**src/rtl/product_accumulator_pkg.sv**
```systemverilog
// Shared types and default widths for the product accumulator.
// The multiply-accumulate stages import this package.
package acc_pkg;

  localparam int unsigned DefaultDataW = 16;
  localparam int unsigned DefaultAccW  = 24;
  localparam int unsigned DefaultCntW  = 8;

  typedef enum logic [1:0] {
    IDLE  = 2'd0,
    ACCUM = 2'd1,
    HOLD  = 2'd2
  } acc_state_t;

endpackage

```
**src/rtl/product_accumulator_if.sv**
```systemverilog
// Input beat and output result handshakes of the product accumulator.
// The master side drives products and takes results; the slave side is the accumulator.
interface product_accumulator_if
  import acc_pkg::*;
#(
  parameter int unsigned DATA_W = DefaultDataW,
  parameter int unsigned ACC_W  = DefaultAccW,
  parameter int unsigned CNT_W  = DefaultCntW
);

  logic [DATA_W-1:0] in_data;
  logic              in_valid;
  logic              in_ready;
  logic [CNT_W-1:0]  frame_len;
  logic [ACC_W-1:0]  out_sum;
  logic              out_valid;
  logic              out_ready;
  logic              out_overflow;

  modport master (
    output in_data,
    output in_valid,
    output frame_len,
    output out_ready,
    input  in_ready,
    input  out_sum,
    input  out_valid,
    input  out_overflow
  );

  modport slave (
    input  in_data,
    input  in_valid,
    input  frame_len,
    input  out_ready,
    output in_ready,
    output out_sum,
    output out_valid,
    output out_overflow
  );

endinterface

```
**src/rtl/product_accumulator_sat_add.sv**
```systemverilog
// Unsigned saturating adder: clamps to all-ones on carry-out and flags the carry.
module sat_add
  import acc_pkg::*;
#(
  parameter int unsigned ACC_W = DefaultAccW
) (
  input  logic [ACC_W-1:0] a_i,
  input  logic [ACC_W-1:0] b_i,
  output logic [ACC_W-1:0] sum_o,
  output logic             carry_o
);

  logic [ACC_W:0] raw_sum;

  always_comb begin
    raw_sum = {1'b0, a_i} + {1'b0, b_i};
    carry_o = raw_sum[ACC_W];
    sum_o   = carry_o ? '1 : raw_sum[ACC_W-1:0];
  end

endmodule

```
**src/rtl/product_accumulator.sv**
```systemverilog
// Sums a programmable number of consecutive products into a saturating accumulator
// and holds the frame sum on a valid/ready port until it is taken.
module product_accumulator
  import acc_pkg::*;
#(
  parameter int unsigned DATA_W = DefaultDataW,
  parameter int unsigned ACC_W  = DefaultAccW,
  parameter int unsigned CNT_W  = DefaultCntW
) (
  input logic                 clk,
  input logic                 rst_n,
  product_accumulator_if.slave bus
);

  acc_state_t       state_q, state_d;
  logic [ACC_W-1:0] acc_q, acc_d;
  logic [CNT_W-1:0] cnt_q, cnt_d;
  logic [CNT_W-1:0] len_q, len_d;
  logic             ovf_q, ovf_d;
  logic             out_valid_q, out_valid_d;

  logic             beat;
  logic [ACC_W-1:0] add_sum;
  logic             add_carry;
  logic [CNT_W-1:0] cnt_inc;

  sat_add #(
    .ACC_W (ACC_W)
  ) u_sat_add (
    .a_i     (acc_q),
    .b_i     (ACC_W'(bus.in_data)),
    .sum_o   (add_sum),
    .carry_o (add_carry)
  );

  // in_ready depends on state only, never on in_valid or out_ready.
  assign bus.in_ready     = (state_q != HOLD);
  assign bus.out_valid    = out_valid_q;
  assign bus.out_sum      = acc_q;
  assign bus.out_overflow = ovf_q;

  assign beat    = bus.in_valid && bus.in_ready;
  assign cnt_inc = cnt_q + CNT_W'(1);

  always_comb begin
    state_d = state_q;
    acc_d   = acc_q;
    cnt_d   = cnt_q;
    len_d   = len_q;
    ovf_d   = ovf_q;
    unique case (state_q)
      IDLE: begin
        if (beat) begin
          len_d   = (bus.frame_len == '0) ? CNT_W'(1) : bus.frame_len;
          acc_d   = ACC_W'(bus.in_data);
          cnt_d   = CNT_W'(1);
          ovf_d   = 1'b0;
          state_d = (len_d == CNT_W'(1)) ? HOLD : ACCUM;
        end
      end
      ACCUM: begin
        if (beat) begin
          acc_d = add_sum;
          cnt_d = cnt_inc;
          ovf_d = ovf_q | add_carry;
          if (cnt_inc == len_q) begin
            state_d = HOLD;
          end
        end
      end
      HOLD: begin
        if (out_valid_q && bus.out_ready) begin
          state_d = IDLE;
        end
      end
      default: state_d = IDLE;
    endcase
    out_valid_d = (state_d == HOLD);
  end

  always_ff @(posedge clk or negedge rst_n) begin
    if (!rst_n) begin
      state_q     <= IDLE;
      acc_q       <= '0;
      cnt_q       <= '0;
      len_q       <= '0;
      ovf_q       <= 1'b0;
      out_valid_q <= 1'b0;
    end else begin
      state_q     <= state_d;
      acc_q       <= acc_d;
      cnt_q       <= cnt_d;
      len_q       <= len_d;
      ovf_q       <= ovf_d;
      out_valid_q <= out_valid_d;
    end
  end

endmodule
```
**src/flat_wrapper.sv**
```systemverilog
// flat-port wrapper written by rule: the top's interface ports become plain ports
module product_accumulator_flat import acc_pkg::*;
#(
  parameter int unsigned DATA_W = DefaultDataW,
  parameter int unsigned ACC_W  = DefaultAccW,
  parameter int unsigned CNT_W  = DefaultCntW
)
  (clk, rst_n, bus_in_data, bus_in_valid, bus_frame_len, bus_out_ready, bus_in_ready, bus_out_sum, bus_out_valid, bus_out_overflow);
  product_accumulator_if #(.DATA_W(DATA_W), .ACC_W(ACC_W), .CNT_W(CNT_W)) bus_i ();
  input logic clk;
  input logic rst_n;
  input wire logic [$bits(bus_i.in_data)-1:0] bus_in_data;
  input wire logic [$bits(bus_i.in_valid)-1:0] bus_in_valid;
  input wire logic [$bits(bus_i.frame_len)-1:0] bus_frame_len;
  input wire logic [$bits(bus_i.out_ready)-1:0] bus_out_ready;
  output wire logic [$bits(bus_i.in_ready)-1:0] bus_in_ready;
  output wire logic [$bits(bus_i.out_sum)-1:0] bus_out_sum;
  output wire logic [$bits(bus_i.out_valid)-1:0] bus_out_valid;
  output wire logic [$bits(bus_i.out_overflow)-1:0] bus_out_overflow;
  assign bus_i.in_data = bus_in_data;
  assign bus_i.in_valid = bus_in_valid;
  assign bus_i.frame_len = bus_frame_len;
  assign bus_i.out_ready = bus_out_ready;
  assign bus_in_ready = bus_i.in_ready;
  assign bus_out_sum = bus_i.out_sum;
  assign bus_out_valid = bus_i.out_valid;
  assign bus_out_overflow = bus_i.out_overflow;
  product_accumulator #(.DATA_W(DATA_W), .ACC_W(ACC_W), .CNT_W(CNT_W)) u_core (.clk(clk), .rst_n(rst_n), .bus(bus_i));
endmodule
```
**config.mk**
```make
export PLATFORM = sky130hd
export DESIGN_NAME = product_accumulator_flat
export DESIGN_NICKNAME = d
export VERILOG_FILES = /design/src/rtl/product_accumulator_pkg.sv /design/src/rtl/product_accumulator_if.sv /design/src/rtl/product_accumulator_sat_add.sv /design/src/rtl/product_accumulator.sv /design/src/flat_wrapper.sv
export SDC_FILE = /design/constraint.sdc
export NUM_CORES = 1
export LEC_CHECK = 0
export ABC_AREA = 1
export BUFFER_PORTS_ARGS = -buffer_cell sky130_fd_sc_hd__buf_2
export CAP_MARGIN = 10
export CORE_ASPECT_RATIO = 0.5
export CORE_UTILIZATION = 35
export CTS_BUF_LIST = sky130_fd_sc_hd__clkbuf_16
export CTS_CLUSTER_SIZE = 30
export DETAILED_ROUTE_END_ITERATION = 7
export PLACE_DENSITY_LB_ADDON = 0.15
export SLEW_MARGIN = 20
export SYNTH_ARGS = -nofsm -noshare
export SYNTH_HDL_FRONTEND = slang
export SYNTH_HIERARCHICAL = 1
export SYNTH_SLANG_ARGS = --single-unit
```
**constraint.sdc**
```tcl
create_clock -name clk -period 2.75 [get_ports clk]
set_input_delay 0.55 -clock clk [delete_from_list [all_inputs] [get_ports clk]]
set_output_delay 0.55 -clock clk [all_outputs]
set_load 0.02 [all_outputs]
```
==> results of run 1 <==
==> per-layer routing <==
layer  GRT usage [%]  wire length [µm]
met2           31.10              4621
met1           29.14              5998
met3           3.844               471
met5               0                 0
met4           3.535                78
==> cells in the mapped netlist, types with 2 or more instances <==
library cell,instances
nand4_1,6
buf_6,2
o21ai_0,10
dfrtp_1,44
a21oi_1,47
a22o_1,9
nand3b_1,2
nor2_4,3
nand2_2,7
nor2_1,57
ha_1,25
nor2_2,4
buf_2,5
nand2_1,233
nand3_1,48
o22ai_1,3
inv_1,108
xor2_1,3
clkbuf_1,3
or2_1,2
o21ai_1,2
and2_1,2
nor3_1,2
xnor2_1,9
==> where the power goes <==
part | internal [mW] | leakage (nW) | switching, mW
logic | 1.31 | 2.03 | 2.25
registers | 0.928 | 0.523 | 0.233
clock network | 0.517 | 0.0899 | 0.277
total | 2.76 | 2.65 | 2.76
==> cells in the final DEF, fill, tap and decap left out, types with 4 or more instances in the layout <==
| cell | netlist | routed |
|---|---|---|
| inv_1 | 108 | 108 |
| nor2_1 | 57 | 57 |
| ha_1 | 25 | 25 |
| dfrtp_1 | 44 | 44 |
| a21oi_1 | 47 | 47 |
| nor2_2 | 4 | 4 |
| nand3_1 | 48 | 48 |
| buf_4 | 1 | 6 |
| o21ai_0 | 10 | 10 |
| a22o_1 | 9 | 9 |
| buf_2 | 5 | 54 |
| clkbuf_16 | 0 | 5 |
| xnor2_1 | 9 | 9 |
| nand4_1 | 6 | 6 |
| nand2_1 | 233 | 233 |
| conb_1 | 1 | 8 |
| nand2_2 | 7 | 7 |
==> through the flow <==
step	power (mW)	cells	util, %
finish	5.515	854	42.06
global route	6.108	854	42.06
CTS	5.533	854	42.06
detailed placement	4.699	847	40.38
global placement	4.694	847	40.38
floorplan	3.825	652	-
==> cells by family (layout without fill, tap and decap cells) <==
group | after synthesis | after routing | synth area share (%)
AOI/OAI and AO/OA | 72 | 72 | 10.12
xor gates and xnor gates | 12 | 12 | 2.648
adders and majority gates | 26 | 26 | 8.383
buffers and inverters | 120 | 177 | 11.98
DFF | 44 | 44 | 27.73
other | 1 | 8 | 0.09446
and+or+nand+nor | 370 | 370 | 39.05
==> how the worst max path moves through the flow <==
stage	start	end	slack, ns
finish	u_core/bus.out_sum[0]$_DFFE_PN0P_	u_core/bus.out_sum[18]$_DFFE_PN0P_	0.42
global route	u_core/bus.out_sum[0]$_DFFE_PN0P_	u_core/bus.out_sum[21]$_DFFE_PN0P_	0.28
CTS	u_core/bus.out_sum[0]$_DFFE_PN0P_	u_core/bus.out_sum[21]$_DFFE_PN0P_	0.41
detailed placement	bus_in_data[0]	u_core/bus.out_sum[21]$_DFFE_PN0P_	0.17
global placement	bus_in_data[0]	u_core/bus.out_sum[17]$_DFFE_PN0P_	0.23
floorplan	bus_in_data[0]	u_core/bus.out_sum[19]$_DFFE_PN0P_	0.45
==> flip-flops by register name, summed over array words and instances (netlist names) <==
register                 cells
u_core/bus.out_sum          24
u_core/cnt_q                 8
u_core/state_q               2
u_core/len_q                 8
u_core/bus.out_valid         1
u_core/bus.out_overflow      1
==> layout make-up <==
cell class / instances / area [µm²] / share of cell area, %
Multi-Input combinational cell: 488 / 2420 / 52.24
Sequential cell: 44 / 1101 / 23.77
Inverter: 109 / 409.1 / 8.833
Timing Repair Buffer: 61 / 335.3 / 7.239
Tap cell: 145 / 181.4 / 3.917
Clock buffer: 5 / 125.1 / 2.701
Clock inverter: 2 / 60.06 / 1.297
==> summary.md, run 1 <==
| Metric | Value |
|---|---|
| Outcome | `finished with violations` |
| Failing checks | `design-rule violations` |
| Number of synthesized register bits | `44` |
| RePlAce Congestion | `between 0.9 and 1` |
| Peak supply drop | `roughly 0.33 mV` |
| Number of max-cap violations | `0` |
| Crit path max fanout | `22` |
| CP Capture Type | `flip-flop` |
| DP Worst Slack | `0.1732 ns` |
| Clock sink count | `44` |
| Critical path class | `flip-flop to flip-flop` |
| Die Footprint | `approximately 0.012 mm²` |
| Grt ovf | `0` |
| Post-CTS Resized | `0` |
| First-pass GRT wire length | `roughly 19000 µm` |
| PwrDens | `between 1000 and 1500 mW/mm²` |
| Cell mode on critical path | `nand2_2` |
| Boundary pin count | `between 50 and 60` |
| Worst Tran Pin Value | `0.8090 ns` |
| Clock slew at reported path FFs | `0.07 ns` |
| Clock root buffer | `clkbuf_16` |
| Worst min-delay path class | `primary input to asynchronous set/reset pin` |
| Fmax achieved | `roughly 430 MHz` |
| Final worst slack | `~0.42 ns` |
| H-Tree Depth | `2` |
| First DRT Iteration DRCs | `approximately 280` |
| Startpoint Class | `flip-flop` |
| Slew margin rel. | `a little under half` |
| DR pass1 iterations | `8` |
| Die Wd | `152.6 µm` |
| Initial Util | `about 36%` |
| Number of CTS-inserted buffers | `5` |
| Syn Std Cell Area | `a little under 0.004 mm²` |
| Largest stage delay on the critical path | `0.42 ns` |
| Detail Route Antenna Nets | `0` |
| Area leader, netlist | `dfrtp_1` |
| Routed wire per std cell | `approximately 13 µm` |
| GRT Util Overall | `20.13%` |
| Sequential share of the synthesized area | `between 20 and 30%` |
| Setup Fix Bufs, Post-CTS | `0` |
| Final setup fails | `0` |
| Critical R2R Launch | `u_core/bus.out_sum[0]$_DFFE_PN0P_` |
| Tcrit/Tclk final | `between 80% and 90%` |
| Worst-Skew Late Latency | `around 0.29 ns` |
| CTS tree | `yes` |
| Die Ht | `between 70 and 80 µm` |
| Core ar. | `about 0.011 mm²` |
| CP top delay family | `simple AND/OR/NAND/NOR gates` |
| Critical path depth | `13` |
| RSZ-0062 raised after global routing | `no` |
| CP max stage cell | `fa_1` |
| CP bufs+invs | `2` |
| Hold Vio Cnt, Final | `0` |
| I/O Buffers | `54` |
| Synth top area cells | `dfrtp_1 28%, nand2_1 22%, inv_1 10%` |
| Number of flops mapped to enable cells by yosys | `0` |
| Largest net degree at the start of global routing | `31` |
| Placed Area | `approximately 0.0044 mm²` |
| Area delta synth->final | `16.67%` |
| Vias in the first global route | `between 3000 and 4000` |
| Final #Nets | `approximately 760` |
| Vias per cell | `roughly 4.7` |
| Worst r2r path cells | `13` |
| DRC viols | `1` |
| Row Count | `27` |
| CTS Hold Bufs | `0` |
| Lkg Pwr | `about 2.6 nW` |
| Antenna violations before repair | `0` |
| Worst endpoint data arrival time | `2.51 ns` |
| Cells after synthesis | `about 650` |
| Post-Route WL | `between 10000 and 15000 µm` |
| Crit-path cells | `ha_1, fa_1, nand2_1, nand2_1, and2_4, nand2_2, nand2_2, nand2_2, inv_2, nor2_4, buf_12, nand3_1, a22o_1` |
| Post-route setup TNS | `0 ns` |
| Area fraction of the dominant cell type after synthesis | `27.73%` |
| FILL cells | `approximately 1200` |
| Routed vias | `4019` |
| Async S/R FF share, synth | `100.0%` |
| Avg Inst Size Synth | `roughly 6.2 µm²` |
| Fin Hold WS | `around 0.17 ns` |
| Ant. Diodes | `0` |
| Yosys Warn Count | `6` |
| RR Endpoint | `u_core/bus.out_sum[18]$_DFFE_PN0P_` |
| Synth cell types | `33` |
| Max Clock Skew | `about 0.0072 ns` |
| Top_reg_cell synth | `dfrtp_1` |
| Clock period minus worst slack | `roughly 2.3 ns` |
| Share of layout cells above drive strength 1 | `about an eighth` |
| R2R Setup Slk | `roughly 0.42 ns` |
| Req. time, crit path | `~2.9 ns` |
| Post-route cell area | `roughly 0.0046 mm²` |
| Max-slew violations | `0` |
| Detailed Place HPWL | `8990 µm` |
| CTS Buffer Depth | `2` |
Power figures use the tool's default switching activity.
==> run 2, diff against run 1 <==
==> constraint.sdc (replaced) <==
create_clock -name clk -period 1.9 [get_ports clk]
set_input_delay 0.38 -clock clk [delete_from_list [all_inputs] [get_ports clk]]
set_output_delay 0.38 -clock clk [all_outputs]
set_load 0.02 [all_outputs]
==> run 2 against run 1 <==
  * The run ends with design-rule violations, negative setup slack left
  * Global-route usage increased by 1.6 points
  * Utilization is 7.2 points higher
  * Worst setup slack worse by 0.65 ns
  * Critical path depth stayed put
  * Sequential cell count unchanged
  * Cell count grew 12%
  * Routed wire length is 8.8% higher
  * Maximum frequency up 9.5%
  * Clock skew up 0.0044 ns
  * Worst hold slack lost 0.16 ns
  * Non-clock buffer count rose by 98
  * Die area is the same
  * Critical endpoint is now u_core/bus.out_sum[22]$_DFFE_PN0P_
==> summary.md, run 2 (synthesis gave the netlist of run 1 again) <==
| Metric | Value |
|---|---|
| Outcome | `finished with violations` |
| Failing checks | `design-rule violations, negative setup slack` |
| Clock root buffer | `clkbuf_16` |
| Die Wd | `152.6 µm (unchanged)` |
| Hold Vio Cnt, Final | `0 (unchanged)` |
| Total power | `9.390 mW (+70%)` |
| Final core utilization | `49.26% (+7.2 points)` |
| Placed Cells incl. Taps | `936 (+11%)` |
| Clock slew at reported path FFs | `0.08 ns (about the same)` |
| Worst r2r path cells | `13 (unchanged)` |
| Grt ovf | `0 (unchanged)` |
| Post-route setup TNS | `-4.137 ns (-4.137 ns)` |
| Tcrit/Tclk final | `111.9% (+27 points)` |
| DRC viols | `1 (unchanged)` |
| Routed wire per std cell | `12.75 µm (-2.5%)` |
| Ant. Diodes | `0 (unchanged)` |
| Post-Route WL | `12150 µm (+8.8%)` |
| Startpoint Class | `flip-flop` |
| Antenna violations before repair | `0 (unchanged)` |
| CTS Buffer Depth | `2 (unchanged)` |
| First-pass GRT wire length | `20260 µm (+7.4%)` |
| Share of layout cells above drive strength 1 | `24.26% (+12 points)` |
| I/O Buffers | `54 (unchanged)` |
| CP Capture Type | `flip-flop` |
| Initial Util | `36.05% (unchanged)` |
| Switching Power | `4.369 mW (+58%)` |
| Number of CTS-inserted buffers | `5 (unchanged)` |
| Crit-path cells | `ha_4, fa_2, nand2_2, nand2_2, and2_4, nand2_2, nand2_2, nand2_2, inv_2, nor2_4, buf_6, nand3_1, a22o_1` |
| Sw frac | `46.53% (-3.5 points)` |
| Final #Nets | `861 (+13%)` |
| Non-Filler Instances | `953 (+12%)` |
| Die Ht | `77.31 µm (unchanged)` |
| Number of max-cap violations | `0 (unchanged)` |
| Critical path depth | `13 (unchanged)` |
| Slew margin rel. | `50.11% (+4.1 points)` |
| Area delta synth->final | `36.65%` |
| H-Tree Depth | `2 (unchanged)` |
| First DRT Iteration DRCs | `271 (-3.6%)` |
| Final setup fails | `25 (+25)` |
| Commonest non-fill, non-tap cell in the layout | `nand2_1` |
| CP max stage cell | `dfrtp_2` |
| Clock sink count | `44 (unchanged)` |
| Peak supply drop | `0.5639 mV (+73%)` |
| Routed vias | `4374 (+8.8%)` |
| CP top delay family | `simple AND/OR/NAND/NOR gates` |
| Boundary pin count | `55 (unchanged)` |
| RePlAce Congestion | `0.9247 (+1.7%)` |
| DP Worst Slack | `-0.3213 ns (-0.4944 ns)` |
| Critical path class | `flip-flop to flip-flop` |
| Req. time, crit path | `2.09 ns (-0.84 ns)` |
| Largest stage delay on the critical path | `0.43 ns (about the same)` |
| PwrDens | `1731 mW/mm² (+45%)` |
| Worst Tran Pin Value | `0.7476 ns (-0.06136 ns)` |
| Clock share of power | `11.2% (-3.2 points)` |
| Fmax achieved | `470.3 MHz (+9.5%)` |
| Fin Hold WS | `0.009086 ns (-0.1589 ns)` |
| Row Count | `27 (unchanged)` |
| RSZ-0062 raised after global routing | `yes` |
| Final worst slack | `-0.2261 ns (-0.6471 ns)` |
| CTS tree | `yes` |
| Worst-Skew Late Latency | `0.30 ns (about the same)` |
| Internal Power | `5.020 mW (+82%)` |
| Combinational power share | `71.6% (+7.0 points)` |
| Clock period minus worst slack | `2.126 ns (-0.2029 ns)` |
| Seq pwr share | `17.2% (-3.8 points)` |
| CP bufs+invs | `2 (unchanged)` |
| Die Footprint | `0.01180 mm² (unchanged)` |
| Worst min-delay path class | `primary input to asynchronous set/reset pin` |
| Detail Route Antenna Nets | `0 (unchanged)` |
| Core ar. | `0.01101 mm² (unchanged)` |
| Vias per cell | `4.590 (-2.5%)` |
| Post-route cell area | `0.005425 mm² (+17%)` |
| Max Clock Skew | `0.01168 ns (+0.004440 ns)` |
| Max reg flops | `24 (unchanged)` |
| Commonest cells after routing, fill and taps aside | `229 x nand2_1, 108 x inv_1, 102 x buf_4` |
| DR pass1 iterations | `6 (-2)` |
| Worst endpoint data arrival time | `2.32 ns (-0.19 ns)` |
| Max-slew violations | `0 (unchanged)` |
| Lkg Pwr | `3.121 nW (+18%)` |
| GRT Util Overall | `21.72% (+1.6 points)` |
| Placed Area | `0.005146 mm² (+16%)` |
| Cell mode on critical path | `nand2_2` |
| Largest net degree at the start of global routing | `30 (-3.2%)` |
| Detailed Place HPWL | `9733 µm (+8.3%)` |
| CTS Hold Bufs | `0 (unchanged)` |
| Vias in the first global route | `4171 (+10%)` |
| Crit path max fanout | `9 (-59%)` |
[run 2: power by group through the flow]
stage          registers (mW)  logic [mW]  clock network, mW
2_1_floorplan            1.97        3.58                  0
3_3_place_gp             1.62        6.42                  0
3_5_place_dp             1.63        6.46                  0
4_1_cts                  1.62        6.64               1.08
5_1_grt                  1.67        7.56               1.12
6_report                 1.61        6.72               1.05
[run 2: timing repair]
action	CTS	global route
setup endpoints to repair	25	25
endpoints found under the hold margin	0	0
buffers inserted	9	0
resized for setup	6	6
pin swaps	0	0
[run 2: layer usage]
layer	GRT usage [%]	share of wire (%)
met5	0	0
met3	3.674	3.9
met2	34.50	42
met1	31.32	54
met4	3.030	0.52
[run 2: worst paths after layout]
check	start	end	slack, ns
setup / recovery	u_core/bus.out_sum[0]$_DFFE_PN0P_	u_core/bus.out_sum[22]$_DFFE_PN0P_	-0.23
hold / removal	rst_n	u_core/bus.out_sum[21]$_DFFE_PN0P_	0.009
setup reg to reg	u_core/bus.out_sum[0]$_DFFE_PN0P_	u_core/bus.out_sum[22]$_DFFE_PN0P_	-0.23
hold reg to reg	u_core/len_q[1]$_DFFE_PN0P_	u_core/len_q[1]$_DFFE_PN0P_	0.50
max in group asynchronous	rst_n	u_core/bus.out_sum[12]$_DFFE_PN0P_	1.37
min in group clk	bus_frame_len[3]	u_core/len_q[3]$_DFFE_PN0P_	0.30
[run 2: cell type report]
cell class | count | area, µm²
multi-input cells | 488 | 2477
flip-flops and latches | 44 | 1102
well taps | 145 | 181.4
clock buffers | 5 | 125.1
repair buffers | 159 | 1087
inverters | 109 | 409.1
clock inverters | 3 | 42.54
fillers | 1180 | 5588
[run 2: worst reg2reg max path, stage by stage, from the launching register on]
cell	delay, ns
dfrtp_2	0.43
ha_4	0.17
fa_2	0.35
nand2_2	0.09
nand2_2	0.06
and2_4	0.15
nand2_2	0.06
nand2_2	0.05
nand2_2	0.07
inv_2	0.04
nor2_4	0.12
buf_6	0.15
nand3_1	0.09
a22o_1	0.19
==> run 3, diff against run 2 <==
--- a/config.mk
+++ b/config.mk
@@ -9,7 +9,7 @@
 export BUFFER_PORTS_ARGS = -buffer_cell sky130_fd_sc_hd__buf_2
 export CAP_MARGIN = 10
 export CORE_ASPECT_RATIO = 0.5
-export CORE_UTILIZATION = 35
+export CORE_UTILIZATION = 55
 export CTS_BUF_LIST = sky130_fd_sc_hd__clkbuf_16
 export CTS_CLUSTER_SIZE = 30
 export DETAILED_ROUTE_END_ITERATION = 7
==> constraint.sdc (replaced) <==
create_clock -name clk -period 2.5 [get_ports clk]
set_input_delay 0.5 -clock clk [delete_from_list [all_inputs] [get_ports clk]]
set_output_delay 0.5 -clock clk [all_outputs]
set_load 0.02 [all_outputs]
==> run 3 against run 2 <==
  * The flow now finishes without violations
  * Cell area decreased by 16%
  * Sequential cell count unchanged
  * Worst setup slack improved by 0.43 ns
==> summary.md, run 3 (synthesis gave the netlist of run 1 again) <==
| Metric | Value |
|---|---|
| Startpoint Class | `flip-flop` |
| Max-slew violations | `0 (unchanged)` |
| Routed vias | `4185 (-4.3%)` |
| H-Tree Depth | `2 (unchanged)` |
| RePlAce Congestion | `1.005 (+8.7%)` |
| Largest stage delay on the critical path | `0.40 ns (-0.03 ns)` |
| I/O Buffers | `54 (unchanged)` |
| Detail Route Antenna Nets | `0 (unchanged)` |
| Internal Power | `2.963 mW (-41%)` |
| Die Ht | `62.08 µm (-20%)` |
| Met3 WL post-DR | `865 µm (+82%)` |
| CP Capture Type | `flip-flop` |
| Worst Tran Pin Value | `0.5657 ns (-0.1819 ns)` |
| Max reg flops | `24 (unchanged)` |
| Req. time, crit path | `2.69 ns (+0.60 ns)` |
| Core ar. | `0.006832 mm² (-38%)` |
| Worst-Skew Late Latency | `0.30 ns (about the same)` |
| DRC viols | `0 (-1)` |
| Largest net degree at the start of global routing | `27 (-10%)` |
| Max Clock Skew | `0.01077 ns (-0.0009126 ns)` |
| Commonest non-fill, non-tap cell in the layout | `nand2_1` |
| PwrDens | `1321 mW/mm² (-24%)` |
| Fmax achieved | `436.0 MHz (-7.3%)` |
| CTS Buffer Depth | `2 (unchanged)` |
| Final #Nets | `766 (-11%)` |
| Combinational power share | `65.5% (-6.1 points)` |
| Lkg Pwr | `2.654 nW (-15%)` |
| Switching Power | `3.081 mW (-29%)` |
| Worst endpoint data arrival time | `2.49 ns (+0.17 ns)` |
| Critical path class | `flip-flop to flip-flop` |
| Post-Route WL | `10550 µm (-13%)` |
| Hold Vio Cnt, Final | `0 (unchanged)` |
| Initial Util | `58.11% (+22 points)` |
| Number of CTS-inserted buffers | `5 (unchanged)` |
| Die Footprint | `0.007582 mm² (-36%)` |
| Clock root buffer | `clkbuf_16` |
| Placed Area | `0.004403 mm² (-14%)` |
| Placed Cells incl. Taps | `797 (-15%)` |
| Seq pwr share | `21.1% (+3.9 points)` |
| Slew margin rel. | `62.24% (+12 points)` |
| Crit path max fanout | `22 (+13)` |
| Setup Fix Bufs, Post-CTS | `0 (-9)` |
| Die Wd | `122.2 µm (-20%)` |
| Row Count | `21 (-22%)` |
| Grt ovf | `0 (unchanged)` |
| Post-route setup TNS | `0 ns (+4.137 ns)` |
| DR WL met2 | `4330 µm (-15%)` |
| Antenna violations before repair | `0 (unchanged)` |
| Vias per cell | `5.199 (+13%)` |
| Routed wire per std cell | `13.10 µm (+2.7%)` |
| Final setup fails | `0 (-100%)` |
| Tcrit/Tclk final | `91.74% (-20 points)` |
| Post-route cell area | `0.004576 mm² (-16%)` |
| Boundary pin count | `55 (unchanged)` |
| CTS tree | `yes` |
| Cell mode on critical path | `nand2_2` |
| CP max stage cell | `dfrtp_1` |
| Post-CTS Resized | `0 (-6)` |
| CTS Hold Bufs | `0 (unchanged)` |
| Crit-path cells | `ha_1, fa_1, nand2_1, nand2_1, and2_4, nand2_2, nand2_2, nand2_2, inv_2, nor2_4, buf_12, nand3_1, a22o_1` |
| Top layer used by detailed routing | `met4` |
| Vias in the first global route | `3649 (-13%)` |
| Detailed Place HPWL | `8216 µm (-16%)` |
| Outcome | `complete, no violations` |
| Commonest cells after routing, fill and taps aside | `233 x nand2_1, 108 x inv_1, 57 x nor2_1` |
| Clock share of power | `13.3% (+2.1 points)` |
| Final core utilization | `66.98% (+18 points)` |
| Clock slew at reported path FFs | `0.08 ns (about the same)` |
| GRT Util Overall | `30.49% (+8.8 points)` |
| Peak supply drop | `0.6273 mV (+11%)` |
| DR pass1 iterations | `5 (-1)` |
| Area delta synth->final | `15.25%` |
| RSZ-0062 raised after global routing | `no` |
| WL met1 | `5275 µm (-19%)` |
| Sw frac | `50.97% (+4.4 points)` |
| CP bufs+invs | `2 (unchanged)` |
| Share of layout cells above drive strength 1 | `12.62% (-12 points)` |
| CP top delay family | `simple AND/OR/NAND/NOR gates` |
| FILL cells | `689 (-42%)` |
| Ant. Diodes | `0 (unchanged)` |
| Clock period minus worst slack | `2.293 ns (+0.1674 ns)` |
| First DRT Iteration DRCs | `333 (+23%)` |
| Worst min-delay path class | `primary input to asynchronous set/reset pin` |
| First-pass GRT wire length | `17650 µm (-13%)` |
| Clock sink count | `44 (unchanged)` |
| Number of max-cap violations | `0 (unchanged)` |
| Non-Filler Instances | `805 (-16%)` |
run 3: cell count changes in the layout (fill, tap and decap cells not counted), sizes merged:
cell / before / now
buf: 159 / 64
run 3: power groups by stage:
stage | clock (mW) | sequential, mW | combinational (mW)
after global routing | 0.845 | 1.32 | 4.50
after CTS | 0.808 | 1.27 | 3.90
final | 0.807 | 1.28 | 3.96
after global placement | 0 | 1.27 | 3.81
after detailed placement | 0 | 1.29 | 3.87
after floorplan | 0 | 1.49 | 2.72
run 3: final timing paths:
check / to / slack (ns) / startpoint / cells after the start
max: u_core/bus.out_sum[17]$_DFFE_PN0P_ / 0.21 / u_core/bus.out_sum[0]$_DFFE_PN0P_ / 13
min: u_core/bus.out_sum[1]$_DFFE_PN0P_ / 0.18 / rst_n / 1
max reg2reg: u_core/bus.out_sum[17]$_DFFE_PN0P_ / 0.21 / u_core/bus.out_sum[0]$_DFFE_PN0P_ / 13
min reg2reg: u_core/len_q[1]$_DFFE_PN0P_ / 0.51 / u_core/len_q[1]$_DFFE_PN0P_ / 2
max in group asynchronous: u_core/bus.out_sum[15]$_DFFE_PN0P_ / 1.74 / rst_n / 2
min in group clk: u_core/len_q[2]$_DFFE_PN0P_ / 0.42 / bus_frame_len[2] / 3
run 3: cell type report:
cell class	instances	area, µm²	share of cell area (%)
inverter	109	409.1	8.942
clock inverter	3	47.55	1.039
multi-input combinational	488	2420	52.88
clock buffer	5	125.1	2.734
sequential	44	1101	24.06
timing repair buffer	64	357.8	7.821
tap	92	115.1	2.516
run 3: through the flow:
stage | hold WS [ns] | setup slack [ns] | total power, mW
floorplan | 0.2044 | 0.2340 | 4.207
global placement | 0.4935 | 0.1077 | 5.086
detailed placement | 0.4942 | 0.03331 | 5.155
CTS | 0.1880 | 0.2201 | 5.979
global route | 0.2103 | 0.06828 | 6.666
finish | 0.1755 | 0.2065 | 6.044
run 3: routing by layer:
metal | vias to the layer above | track usage (%)
li1 | 2140 | -
met1 | 1881 | 44.84
met2 | 153 | 46.81
met3 | 11 | 6.113
met4 | 0 | 5.749
met5 | - | 0
